==> src/rtl/multi_chatter_filter.sv <==
// Multi-channel debouncer for active-low switches with press/release/long-press pulses and toggle state.
// Define CHATTER_SYNC_EN to insert a 2-flop synchroniser (reset to released) ahead of each filter.
module multi_chatter_filter #(
    parameter int CHANNELS      = 4,
    parameter int CNT_WIDTH     = 8,
    parameter int PRESS_COUNT   = 5,
    parameter int RELEASE_COUNT = 3,
    parameter int LONG_COUNT    = 20
) (
    input  logic                chatterclock,
    input  logic                reset,
    input  logic [CHANNELS-1:0] switchin,
    output logic [CHANNELS-1:0] ispressed,
    output logic [CHANNELS-1:0] enabled,
    output logic [CHANNELS-1:0] press_pulse,
    output logic [CHANNELS-1:0] release_pulse,
    output logic [CHANNELS-1:0] long_pulse
);

    typedef enum logic [1:0] {
        ST_IDLE    = 2'd0,
        ST_PRESSED = 2'd1,
        ST_LONG    = 2'd2
    } state_t;

    localparam logic [CNT_WIDTH-1:0] PRESS_LAST   = CNT_WIDTH'(PRESS_COUNT - 1);
    localparam logic [CNT_WIDTH-1:0] RELEASE_LAST = CNT_WIDTH'(RELEASE_COUNT - 1);
    localparam logic [CNT_WIDTH-1:0] LONG_LAST    = CNT_WIDTH'(LONG_COUNT - 1);

    function automatic logic [CNT_WIDTH-1:0] sat_inc(input logic [CNT_WIDTH-1:0] v);
        return (v == '1) ? v : v + CNT_WIDTH'(1);
    endfunction

    logic [CHANNELS-1:0] sampled;

`ifdef CHATTER_SYNC_EN
    logic [CHANNELS-1:0] sync_a;
    logic [CHANNELS-1:0] sync_b;

    always_ff @(posedge chatterclock or posedge reset) begin
        if (reset) begin
            sync_a <= '1;
            sync_b <= '1;
        end else begin
            sync_a <= switchin;
            sync_b <= sync_a;
        end
    end

    assign sampled = sync_b;
`else
    assign sampled = switchin;
`endif

    for (genvar g = 0; g < CHANNELS; g++) begin : g_chan
        state_t               state;
        state_t               state_nx;
        logic [CNT_WIDTH-1:0] cnt;
        logic [CNT_WIDTH-1:0] cnt_nx;
        logic [CNT_WIDTH-1:0] rcnt;
        logic [CNT_WIDTH-1:0] rcnt_nx;
        logic                 pressed_q;
        logic                 pressed_nx;
        logic                 enabled_q;
        logic                 enabled_nx;
        logic                 press_q;
        logic                 press_nx;
        logic                 release_q;
        logic                 release_nx;
        logic                 long_q;
        logic                 long_nx;
        logic                 p;

        assign p = ~sampled[g];

        always_ff @(posedge chatterclock or posedge reset) begin
            if (reset) begin
                state     <= ST_IDLE;
                cnt       <= '0;
                rcnt      <= '0;
                pressed_q <= 1'b0;
                enabled_q <= 1'b0;
                press_q   <= 1'b0;
                release_q <= 1'b0;
                long_q    <= 1'b0;
            end else begin
                state     <= state_nx;
                cnt       <= cnt_nx;
                rcnt      <= rcnt_nx;
                pressed_q <= pressed_nx;
                enabled_q <= enabled_nx;
                press_q   <= press_nx;
                release_q <= release_nx;
                long_q    <= long_nx;
            end
        end

        always_comb begin
            state_nx   = state;
            cnt_nx     = cnt;
            rcnt_nx    = rcnt;
            pressed_nx = pressed_q;
            enabled_nx = enabled_q;
            press_nx   = 1'b0;
            release_nx = 1'b0;
            long_nx    = 1'b0;

            case (state)
                ST_IDLE: begin
                    if (p) begin
                        if (cnt == PRESS_LAST) begin
                            state_nx   = ST_PRESSED;
                            pressed_nx = 1'b1;
                            enabled_nx = ~enabled_q;
                            press_nx   = 1'b1;
                            cnt_nx     = '0;
                            rcnt_nx    = '0;
                        end else begin
                            cnt_nx = sat_inc(cnt);
                        end
                    end else begin
                        cnt_nx = '0;
                    end
                end
                ST_PRESSED, ST_LONG: begin
                    // Release is checked first so it pre-empts a coincident long-press.
                    if (!p && rcnt == RELEASE_LAST) begin
                        state_nx   = ST_IDLE;
                        pressed_nx = 1'b0;
                        release_nx = 1'b1;
                        cnt_nx     = '0;
                        rcnt_nx    = '0;
                    end else begin
                        rcnt_nx = p ? '0 : sat_inc(rcnt);
                        if (state == ST_PRESSED) begin
                            cnt_nx = sat_inc(cnt);
                            if (cnt == LONG_LAST) begin
                                state_nx = ST_LONG;
                                long_nx  = 1'b1;
                            end
                        end
                    end
                end
                default: begin
                    state_nx   = ST_IDLE;
                    pressed_nx = 1'b0;
                    cnt_nx     = '0;
                    rcnt_nx    = '0;
                end
            endcase
        end

        assign ispressed[g]     = pressed_q;
        assign enabled[g]       = enabled_q;
        assign press_pulse[g]   = press_q;
        assign release_pulse[g] = release_q;
        assign long_pulse[g]    = long_q;
    end

endmodule

==> config.mk <==
export PLATFORM = sky130hd
export DESIGN_NAME = multi_chatter_filter
export DESIGN_NICKNAME = d
export VERILOG_FILES = /design/src/rtl/multi_chatter_filter.sv
export SDC_FILE = /design/constraint.sdc
export NUM_CORES = 1
export LEC_CHECK = 0
export CORE_MARGIN = 3
export CORE_UTILIZATION = 40
export CTS_CLUSTER_SIZE = 10
export DETAILED_ROUTE_END_ITERATION = 8
export PLACE_DENSITY = 0.68
export RECOVER_POWER = 100
export SETUP_SLACK_MARGIN = 0.3
export SLEW_MARGIN = 15
export SYNTH_ARGS = -nofsm -noshare
export SYNTH_HDL_FRONTEND = slang
export SYNTH_SLANG_ARGS = --single-unit
==> constraint.sdc <==
create_clock -name chatterclock -period 3.3 [get_ports chatterclock]
set_input_delay 0.33 -clock chatterclock [delete_from_list [all_inputs] [get_ports chatterclock]]
set_output_delay 0.33 -clock chatterclock [all_outputs]
set_load 0.02 [all_outputs]
==> impl_results.md <==
* Status: finished with violations
* Failing checks: capacitance limit, slew limit
* Fraction of registers with async set/reset at 1.00
* RSZ-0062 raised after global routing: false
* Overall die width at 125 µm
* Cell count after placement at 773
* Critical path type: reg -> reg
* Mapped cell area at 5630 µm²
* Yosys top cell area share at 0.409
* Clk Latency, worst-skew pair at 350 ps
* Post-CTS Resized at 0
* Placed cell areas at 5910 µm²
* Gpl congestion at 0.872
* Layout Nets at 642
* CP Data Required Time at 3570 ps
* Initial core utilization at 0.417
* Synth Register Bits at 92
* Fill count at 1,286
* Yosys cell types at 68
* Setup TNS Final at 0 ps
* Hold path start: g_chan[0].enabled_q$_DFFE_PP0P_
* Htree depth at 3
* Non-filler cells, final at 789
* Cells after Synth at 603
* Die ar. at 15,500 µm²
* PwrDens at 703 nW/µm²
* Number of synthesized flops with an enable pin at 0
* F_max at 0.378 GHz
* Syn_nets at 637
* Setup Viol. Count Final at 0
* Synth top area cells: dfrtp_1, ha_1, a21oi_1
* Total grt overflow at 0
* Fin area at 6250 µm²
* Worst VDD drop at 0.517 mV
* Fin Clk Skew at 3.12 ps
* Fin crit share at 0.801
* WHS at 459 ps
* MaxCap Viol Count at 1
* # DRC at 0
* Root buffer cell: clkbuf_16
* Core Box Area at 13,500 µm²
* Minimum clock period after layout at 2640 ps
* Hold path cells at 1
* Antenna violation net count after detailed routing at 0
* Drt initial violations at 294
* Clock power frac at 0.293
* Gate power share at 0.367
* Hold-fix buffers at CTS at 0
* Internal Power at 2770 µW
* Hold EP: g_chan[0].enabled_q$_DFFE_PP0P_
* Pins Over Slew Limit at 40
* Wire length per cell at 14.9 µm
* First-pass GRT wire length at 20.6 mm
* CP endpoint kind: register
* Critical Path AT at 2920 ps
* R2r setup slk at 660 ps
* Flop pwr share at 0.340
* Overall Power at 4390 µW
* Area Growth Syn to Fin at 10.9%
* Initial antenna violation count at 0
* CTS tree: yes
* Vias per cell at 5.82
* Most used DFF post-synth: dfrtp_1
* Number of synthesis warnings at 0
* Setup Buffers After CTS at 0
* Switch share at 0.369
* Relative slew slack at -0.200
* Total CTS buffers at 9
* RR Endpoint: g_chan[2].cnt[3]$_DFFE_PP0P_
* IO Count at 26
* Largest net degree at the start of global routing at 54
* Layout cell share with drive strength beyond 1 at 0.0636
* Leak at 0.00265 µW
* Vias at 4,594
* P_sw at 1620 µW
* DR pass1 iterations at 5
* R2R Path Start: g_chan[2].rcnt[0]$_DFFE_PP0P_
* Hold Crit Class: reg -> reg
* Avg Inst Size Synth at 9.34 µm²
* Seq/Total Area, Yosys at 0.409
* Number of global-route vias before repair at 4,458
* Hold Fails Final Rpt at 0
* Sink Count at 92
* CTS max path bufs at 2
* GRT Util Overall at 0.155
* CP max FO at 9
* PortBufs at 25
* HPWL after detailed placement at 8.23 mm
* Reg2Reg Depth at 6
* Antenna cells at 0
* Synth area leader: dfrtp_1
* Setup crit start kind: register
* Num rows at 42
* Worst slew pin tran at 1790 ps
* Die Y at 125 µm
* Overall routed net length at 11.8 mm
* Clock transition at path regs at 60 ps
-- area by class of cell --
type / count / area [µm²] / share of cell area
multi-input combinational: 436 / 2910 / 0.466
sequential: 92 / 2300 / 0.369
timing repair buffer: 30 / 293 / 0.0469
clock buffer: 10 / 239 / 0.0383
tap: 176 / 220 / 0.0353
inverter: 39 / 148 / 0.0236
clock inverter: 6 / 135 / 0.0216
-- worst max-delay path: stages, from the launching register on --
cell and delay [ps]:
dfrtp_1 400, inv_1 90, ha_1 160, nor4b_1 760, a211oi_1 420, or4_1 590
a21oi_1 150
-- synth_stat cells (5+ instances only) --
cell	n
a211oi_1	9
a21o_1	5
a21oi_1	54
a22oi_1	5
a31oi_1	9
and2_1	6
and3_1	9
and4_1	7
buf_4	20
clkbuf_1	9
dfrtp_1	92
ha_1	28
inv_1	39
mux2_2	5
mux2i_1	5
nand2_1	33
nand3_1	25
nand3b_1	5
nand4_1	8
nor2_1	29
nor2b_1	9
nor3_1	24
nor4_1	5
o211ai_1	9
o21a_1	5
o21ai_0	27
o31ai_1	21
or3_1	6
or4_1	16
-- layout by cell type (no fill, tap or decap), types with 4 or more instances in the layout --
cell type and count:
a21oi_1 54, clkbuf_16 9, nor4b_1 4, nand3_1 25, nand4_1 8, and4_1 7
bufinv_16 4, nor2_1 29, dfrtp_1 92, inv_1 38, nand4b_1 4, a22oi_1 6
or4b_1 4, mux2i_1 5, nand2b_1 4, nand2_1 33, o21ai_0 28, and3_1 9
and2_1 5, or3_1 6, nor4_1 5, a41oi_1 4, o31ai_1 21, ha_1 28
clkdlybuf4s50_1 4, dlygate4sd3_1 21, nor2b_1 9, o211ai_1 9, mux2_2 5, a31oi_1 9
a21o_1 5, or4_1 16, nor3_1 24, a211oi_1 9, nand3b_1 5, o21a_1 5
xor2_1 4
-- cell families after synthesis --
family	after synthesis	synth area share
AOI/OAI and AO/OA	182	0.216
xor gates and xnor gates	4	0.00622
adders and majority gates	28	0.0622
buffers and inverters	75	0.0693
DFF	92	0.409
muxes	10	0.0189
and+or+nand+nor	212	0.219
-- layer usage --
layer,global-route usage,vias to the layer above,share of wire
met5,0,-,0
met4,0.0516,0,0.013
met3,0.0485,13,0.041
met2,0.249,101,0.48
met1,0.200,2218,0.46
li1,-,2262,-
-- sequential cells by signal, summed over array words and instances, names as in the netlist --
name and cells:
g_chan.rcnt 32, g_chan.long_q 4, g_chan.enabled_q 4, g_chan.state 8, g_chan.pressed_q 4, g_chan.release_q 4
g_chan.press_q 4, g_chan.cnt 32
-- worst max path at each step --
stage,start,endpoint,slack [ps]
floorplan,reset,g_chan[0].cnt[0]$_DFFE_PP0P_,580
global placement,switchin[3],g_chan[3].cnt[5]$_DFFE_PP0P_,740
detailed placement,switchin[3],g_chan[3].cnt[0]$_DFFE_PP0P_,620
CTS,g_chan[3].rcnt[0]$_DFFE_PP0P_,g_chan[3].cnt[0]$_DFFE_PP0P_,920
global route,g_chan[2].rcnt[0]$_DFFE_PP0P_,g_chan[2].cnt[3]$_DFFE_PP0P_,440
finish,g_chan[2].rcnt[0]$_DFFE_PP0P_,g_chan[2].cnt[3]$_DFFE_PP0P_,660
-- power by group through the flow --
stage	sequential, µW	combinational, µW	clock, µW
floorplan	1450	1360	0
CTS	1490	1670	1330
global route	1520	1810	1380
finish	1490	1610	1290
global placement	1500	1590	0
detailed placement	1510	1660	0
-- metrics by stage --
step | setup slack [ps] | util
floorplan | 578 | -
global placement | 738 | 0.438
detailed placement | 623 | 0.438
CTS | 924 | 0.465
global route | 440 | 0.462
finish | 655 | 0.462
(Power assumes the default switching activity.)
